`config.mk`:
```
export PLATFORM = sky130hd
export DESIGN_NAME = apb_mem_slave
export DESIGN_NICKNAME = d
export VERILOG_FILES = /design/src/rtl/apb_mem_slave.sv
export SDC_FILE = /design/constraint.sdc
export NUM_CORES = 1
export LEC_CHECK = 0
export CORE_AREA = 2 2 107 109
export CTS_CLUSTER_DIAMETER = 50
export CTS_CLUSTER_SIZE = 16
export DETAILED_ROUTE_END_ITERATION = 10
export DIE_AREA = 0 0 109 111
export PLACE_DENSITY = 0.87
export SYNTH_ARGS = -nofsm -noshare
export SYNTH_HDL_FRONTEND = slang
export SYNTH_SLANG_ARGS = --single-unit
```
`constraint.sdc`:
```
create_clock -name clk -period 5.2 [get_ports clk]
set_clock_uncertainty 0.05 [all_clocks]
set_input_delay 1.04 -clock clk [delete_from_list [all_inputs] [get_ports clk]]
set_output_delay 1.04 -clock clk [all_outputs]
set_load 0.005 [all_outputs]
```
`src/rtl/apb_mem_slave.sv`:
```
// APB slave that maps byte/half-word/word transfers onto a 4-lane, synchronous-read
// memory port, with optional wait states, range/alignment errors and abort handling.
module apb_mem_slave #(
  parameter int ADDR_WIDTH  = 32,
  parameter int DATA_WIDTH  = 32,
  parameter int MEM_BYTES   = 1024,
  parameter int WAIT_STATES = 0
) (
  input  logic                  clk,
  input  logic                  rst,
  input  logic                  sel,
  input  logic                  enable,
  input  logic                  write,
  input  logic [1:0]            strobe,
  input  logic [ADDR_WIDTH-1:0] addr,
  input  logic [DATA_WIDTH-1:0] wdata,
  output logic                  ready,
  output logic                  slverr,
  output logic [DATA_WIDTH-1:0] rdata,
  output logic                  mem_wr,
  output logic [3:0]            mem_be,
  output logic [ADDR_WIDTH-1:0] mem_address,
  output logic [DATA_WIDTH-1:0] mem_data_in,
  input  logic [DATA_WIDTH-1:0] mem_data_out,
  output logic [1:0]            dbg_state   // 0 IDLE, 1 WAIT, 2 MEM, 3 RESP
);

  typedef enum logic [1:0] {
    IDLE = 2'd0,
    WAIT = 2'd1,
    MEM  = 2'd2,
    RESP = 2'd3
  } state_t;

  localparam int CNT_W = $clog2(WAIT_STATES + 2);
  localparam logic [ADDR_WIDTH:0] MEM_LIMIT = (ADDR_WIDTH+1)'(MEM_BYTES);

  state_t                state, state_n;
  logic [CNT_W-1:0]      wait_cnt;
  logic                  lat_write;
  logic [1:0]            lat_strobe;
  logic [ADDR_WIDTH-1:0] lat_addr;
  logic [DATA_WIDTH-1:0] lat_wdata;
  logic                  lat_err;
  logic [ADDR_WIDTH-1:0] addr_hold;
  logic                  setup;
  logic                  active;
  logic                  err_now;
  logic [4:0]            lane_shift;
  logic [DATA_WIDTH-1:0] rd_shifted;
  logic [DATA_WIDTH-1:0] rd_mask;

  // Handshake: a transfer starts with one setup cycle (sel=1, enable=0) seen in IDLE;
  // the master then holds sel=1, enable=1 until ready=1 for one cycle. Losing either
  // sel or enable before that abandons the transfer without a response.
  assign setup  = (state == IDLE) && sel && !enable;
  assign active = sel && enable;

  always_comb begin
    err_now = 1'b0;
    if (strobe == 2'b11)                        err_now = 1'b1;
    if ({1'b0, addr} >= MEM_LIMIT)              err_now = 1'b1;
    if (strobe == 2'b01 && addr[0])             err_now = 1'b1;
    if (strobe == 2'b10 && addr[1:0] != 2'b00) err_now = 1'b1;
  end

  always_ff @(posedge clk) begin
    if (rst) begin
      state      <= IDLE;
      wait_cnt   <= '0;
      lat_write  <= 1'b0;
      lat_strobe <= 2'b00;
      lat_addr   <= '0;
      lat_wdata  <= '0;
      lat_err    <= 1'b0;
      addr_hold  <= '0;
    end else begin
      state <= state_n;
      if (setup) begin
        lat_write  <= write;
        lat_strobe <= strobe;
        lat_addr   <= addr;
        lat_wdata  <= wdata;
        lat_err    <= err_now;
        wait_cnt   <= CNT_W'(WAIT_STATES);
      end else if (state == WAIT && wait_cnt != '0) begin
        wait_cnt <= wait_cnt - CNT_W'(1);
      end
      // The memory address stays on the bus after MEM so the RAM output remains stable.
      if (state == MEM) begin
        addr_hold <= {lat_addr[ADDR_WIDTH-1:2], 2'b00};
      end
    end
  end

  always_comb begin
    state_n = state;
    case (state)
      IDLE: begin
        if (setup) begin
          if (WAIT_STATES > 0) state_n = WAIT;
          else if (err_now)    state_n = RESP;
          else                 state_n = MEM;
        end
      end
      WAIT: begin
        if (!active)                        state_n = IDLE;
        else if (wait_cnt <= CNT_W'(1))     state_n = lat_err ? RESP : MEM;
      end
      MEM:     state_n = active ? RESP : IDLE;
      RESP:    state_n = IDLE;
      default: state_n = IDLE;
    endcase
  end

  assign lane_shift = {lat_addr[1:0], 3'b000};
  assign rd_shifted = mem_data_out >> lane_shift;

  always_comb begin
    rd_mask = '1;
    case (lat_strobe)
      2'b00:   rd_mask = DATA_WIDTH'(8'hFF);
      2'b01:   rd_mask = DATA_WIDTH'(16'hFFFF);
      default: rd_mask = '1;
    endcase
  end

  always_comb begin
    mem_wr      = 1'b0;
    mem_be      = 4'b0000;
    mem_data_in = '0;
    mem_address = addr_hold;
    ready       = 1'b0;
    slverr      = 1'b0;
    rdata       = '0;
    if (state == MEM) begin
      mem_wr      = lat_write;
      mem_address = {lat_addr[ADDR_WIDTH-1:2], 2'b00};
      mem_data_in = lat_wdata << lane_shift;
      case (lat_strobe)
        2'b00:   mem_be = 4'b0001 << lat_addr[1:0];
        2'b01:   mem_be = 4'b0011 << lat_addr[1:0];
        default: mem_be = 4'b1111;
      endcase
    end
    // Read data arrives from the synchronous RAM one cycle after MEM, i.e. in RESP.
    if (state == RESP) begin
      ready  = 1'b1;
      slverr = lat_err;
      if (!lat_write && !lat_err) rdata = rd_shifted & rd_mask;
    end
  end

  assign dbg_state = state;

endmodule

```
# Word-level counts from Yosys, hierarchy flattened
# Cells that the tools add are included.
[op_classes]
n_addsub = 1
mul = 0
n_div = 0
order_cmp = 2
eq_ne = 9
n_shift = 4
mux = 21
n_bitwise = 1
reduce_logical = 15
[ops]
columns = ["cell", "count"]
rows = [
  ["32-bit 2-to-1 mux", 4],
  ["32-bit case mux with 2 select lines", 1],
  ["32-bit AND", 1],
  ["32-bit by 11-bit greater-or-equal comparator with 1-bit output (second input constant)", 1],
  ["32-bit by 5-bit << shifter with 32-bit output", 1],
  ["32-bit by 5-bit right shift with 32-bit output", 1],
  ["1-bit 2-to-1 mux", 9],
  ["2-bit equality test (second input constant)", 4],
  ["2-bit 2-to-1 mux", 4],
  ["2-bit case mux with 4 select lines", 1],
  ["4-bit case mux with 2 select lines", 1],
  ["1-bit logical AND", 7],
  ["2-bit by 1-bit equality test with 1-bit output (second input constant)", 3],
  ["2-bit logical NOT", 2],
  ["4-bit 2-to-1 mux", 1],
  ["1-bit by 2-bit << shifter with 4-bit output (first input constant)", 1],
  ["2-bit by 2-bit << shifter with 4-bit output (first input constant)", 1],
  ["1-bit logical NOT", 3],
  ["3-bit by 2-bit != test with 1-bit output (second input constant)", 1],
  ["2-bit != test (second input constant)", 1],
  ["2-bit AND reduction", 1],
  ["2-bit nonzero test", 1],
  ["2-bit OR reduction", 1],
  ["1-bit less-or-equal comparator (second input constant)", 1],
  ["1-bit subtractor (second input constant)", 1],
]
[word_totals]
register_bits = 103
latchBits = 0
mem_bits_rw = 0
mem_bits_ro = 0
input_bits = 103
out_inout_bits = 105
word_cells = 61
n_memories = 0

# Longest topological paths before layout
[logic_depth]
depth_word = 8
depth_mapped = 7
mapped_depth_nobuf = 4

# Least setup slack after synthesis
# Ideal clock, no wire load.
[synth_timing]
path_kind = "in2out"
from = "input port mem_data_out[7]"
to = "output port rdata[7]"
arrival_ps = 1453
t_required_ps = 4110
setup_slack_ps = 2657
path_stages = 3
n_path_buf = 0
path_cell_list = "nor2b_1 > a211oi_1 > a211oi_1"
[synth_via]
elab_chain_cells = 4
[synth_rtl]
columns = ["item", "line", "rtl"]
rows = [
  ["start: declaration", "24", "input logic [DATA_WIDTH-1:0] mem_data_out,"],
  ["32-bit by 5-bit right shift with 32-bit output", "117", "assign rd_shifted = mem_data_out >> lane_shift;"],
  ["32-bit AND", "150", "if (!lat_write && !lat_err) rdata = rd_shifted & rd_mask;"],
  ["32-bit 2-to-1 mux", "150", ""],
  ["32-bit 2-to-1 mux", "147", "if (state == RESP) begin"],
  ["end: declaration", "19", "output logic [DATA_WIDTH-1:0] rdata,"],
]
# No other way between the ends.

# Worst setup path in the final report
[layout_timing]
from = "register state[1] (netlist: dbg_state[1])"
to = "output port mem_data_in[1]"
[layout_via]
elab_chain_cells = 2
[layout_rtl]
columns = ["item", "line", "rtl"]
rows = [
  ["start: declaration", "38", "state_t state, state_n;"],
  ["start signal: assignment", "78", "state <= state_n;"],
  ["2-bit equality test", "136", "if (state == MEM) begin"],
  ["32-bit 2-to-1 mux", "136", ""],
  ["end: declaration", "23", "output logic [DATA_WIDTH-1:0] mem_data_in,"],
]
# No other way between the ends.

==> impl_metrics.toml <==
[grt]
grt_pass1_vias = 4862
grt_antenna_before_repair = 2
grt_util_all_layers_pct = 24.4
grt.met3_usage_pct = 6.58
grt.busiest_layer = "met2"
use_met1_pct = 26.0
grt_util_met2_pct = 44.2
overflow = 0
grt_max_degree = 102
grt_pass1_wl_um = 23400

[detailed_routing]
drc_errors = 0
drtAntennaViolNets = 0
vias_per_cell = 5.34
firstDrtPassIters = 6
first_iter_violations = 390
post_drt_wl_per_cell_um = 16.3
route.vias.total = 5046
drt_wl_total_um = 15400

[floorplan]
rows = 39
dieArea_mm2 = 0.0121
coreArea_mm2 = 0.0111
fp.dieW_um = 109
die_h_um = 111
io_pins = 208
initial_utilization_pct = 45.6

[critical_path]
crit_buf_inv = 1
r2r_cells = 3
endpoint_kind = "output port"
worstPathRequired_ns = 4.11
rr_startpoint = "dbg_state[0]"
cp_max_fo = 54
arrival_ns = 2.86
setup.worst_path.start = "dbg_state[1]"
r2r-end = "addr_hold[25]"
max_stage_delay_ns = 0.63
criticalPathCategory = "register to output port"
reg2reg_slack_ns = 3.11
critPathTopFamily = "simple AND/OR/NAND/NOR gates"
cp-start-kind = "register"
path_cells = "nand2b_4, or2_2, nor2_4, and2_1, clkdlybuf4s50_1"
path_depth = 5
cp-endpoint = "mem_data_in[1]"
slowest_stage = "dfxtp_1"

[clocking]
numClockSinks = 102
root_buffer = "clkbuf_16"
cts_tree = "built"
cts_hold_buf = 0
clockBufferDepth = 2
ctsResizeCount = 0
htreeDepth = 3
clkTransAtPathRegs_ns = 0.07
clock_latency_ns = 0.34
cts_made_buffers = 9
cts_setup_buffers = 0

[layout]
nets = 900
n_fill_cell = 911
antennaDiodeCount = 0
layout_commonest_cell = "clkdlybuf4s50_1"
area_growth_pct = 46.0
layout_common_cells = "clkdlybuf4s50_1 (206), nand2_1 (134), dfxtp_1 (100)"
drive_above_1_share_pct = 6.86

[pwr]
p_clk_share_pct = 37.9
p_per_area_mw_per_mm2 = 242
seq_power_share_pct = 47.1
p_int_mw = 1.33
power.switching_uw = 454
netSwitchingFraction_pct = 25.4
combPwrFrac_pct = 15.0
ir_worst_vdd_mv = 0.193
leakagePower_nw = 2.61
p_total_mw = 1.79

[sta]
rsz0062_at_grt = "no"
slew_headroom_pct = 32.9
setup_tns_ns = 0
fmax_ghz = 0.253
tightest_slew_ns = 1.01
fin_crit_ns = 3.95
finalSetupViolCount = 0
post-route-period-util_pct = 76.1
slew_viol_final = 0
whs_ns = 0.404
timing.final.hold_violations = 0

[logic_synthesis]
synth_edf_count = 0
ys_seq_area_share_pct = 40.4
ys_seq_elements = 102
synthFlopType = "dfxtp_1"
syn_nets = 729
syn_inst = 626
yosys_warnings = 0
synth-async-reset-ratio_pct = 0
synth.distinct_cells = 35
syn_area_per_cell_um2 = 8.07
synth_area_mm2 = 0.00505

[status]
status = "finished clean"

[hold_path]
min_path_type = "register to register"

[flow_run]
maxCapViolations = 0

[placement]
dp_hpwl_um = 10900
gp_congestion = 0.872
io_buffers = 207
[kinds of logic after synthesis]
logic type / Yosys count / synth area share (%)
AND/OR/NAND/NOR: 279 / 26.4
AO/OA/AOI/OAI: 127 / 14.5
flip-flops: 102 / 40.4
XOR/XNOR: 1 / 0.173
buffers and inverters: 55 / 5.54
multiplexers: 62 / 13.0
[cell usage after synthesis (all sizes together) (2+ instances only)]
cell	count	area, µm²
a211oi	33	248
a21oi	88	440
and2	19	119
buf	30	186
clkbuf	22	82.6
dfxtp	102	2040
inv	3	11.3
mux2	30	338
mux2i	32	320
nand2	134	503
nor2	60	249
nor2b	51	319
nor4	5	31.3
o21ai	2	10.0
o21bai	2	18.8
[worst min-delay path by stage]
stage | startpoint | endpoint | cells after the start
6_report | lat_addr[2] | lat_addr[2] | 2
5_1_grt | lat_addr[22] | lat_addr[22] | 2
4_1_cts | lat_addr[2] | lat_addr[2] | 2
3_5_place_dp | lat_addr[2] | lat_addr[2] | 2
3_3_place_gp | lat_addr[25] | lat_addr[25] | 2
2_1_floorplan | lat_wdata[24] | lat_wdata[24] | 2
[power by group through the flow]
stage | sequential [mW] | clock [mW] | combinational, mW
after floorplan | 0.841 | 0 | 0.151
after global placement | 0.855 | 0 | 0.259
after detailed placement | 0.858 | 0 | 0.265
after CTS | 0.840 | 0.692 | 0.268
after global routing | 0.845 | 0.722 | 0.290
final | 0.841 | 0.677 | 0.268
[layer usage]
| layer | wire [µm] | vias to the layer above |
|---|---|---|
| li1 | - | 2441 |
| met1 | 5650 | 2346 |
| met2 | 7870 | 216 |
| met3 | 1300 | 39 |
| met4 | 515 | 4 |
| met5 | 21 | - |
[tightest hold or removal path: cells and delay by family (launching register included)]
family / cells / cell delay, ns
AND/OR/NAND/NOR: 1 / 0.05
AO/OA/AOI/OAI: 1 / 0.05
flip-flops: 1 / 0.31
[layout make-up]
| cell class | instances | area [µm²] | share of cell area, % |
|---|---|---|---|
| timing repair buffer | 212 | 2110 | 28.6 |
| tap | 143 | 179 | 2.42 |
| sequential | 102 | 2040 | 27.7 |
| clock buffer | 9 | 225 | 3.05 |
| clock inverter | 7 | 78.8 | 1.07 |
| inverter | 3 | 11.3 | 0.153 |
| multi-input combinational | 469 | 2730 | 37.0 |
[metrics by stage]
| stage | utilization, % | worst slack, ns | cells | instance area, µm² |
|---|---|---|---|---|
| 2_1_floorplan | - | 2.66 | 626 | 5050 |
| 3_3_place_gp | 63.9 | 1.54 | 929 | 7070 |
| 3_5_place_dp | 63.9 | 1.52 | 929 | 7070 |
| 4_1_cts | 66.6 | 1.23 | 945 | 7380 |
| 5_1_grt | 66.6 | 1.09 | 945 | 7380 |
| 6_report | 66.6 | 1.25 | 945 | 7380 |
[state kept, by name (all words and copies together), names as in the netlist]
signal and flops:
lat_wdata 32, lat_write 1, lat_strobe 2, addr_hold 32, lat_addr 32, dbg_state 2, lat_err 1
Power figures use the tool's default switching activity.
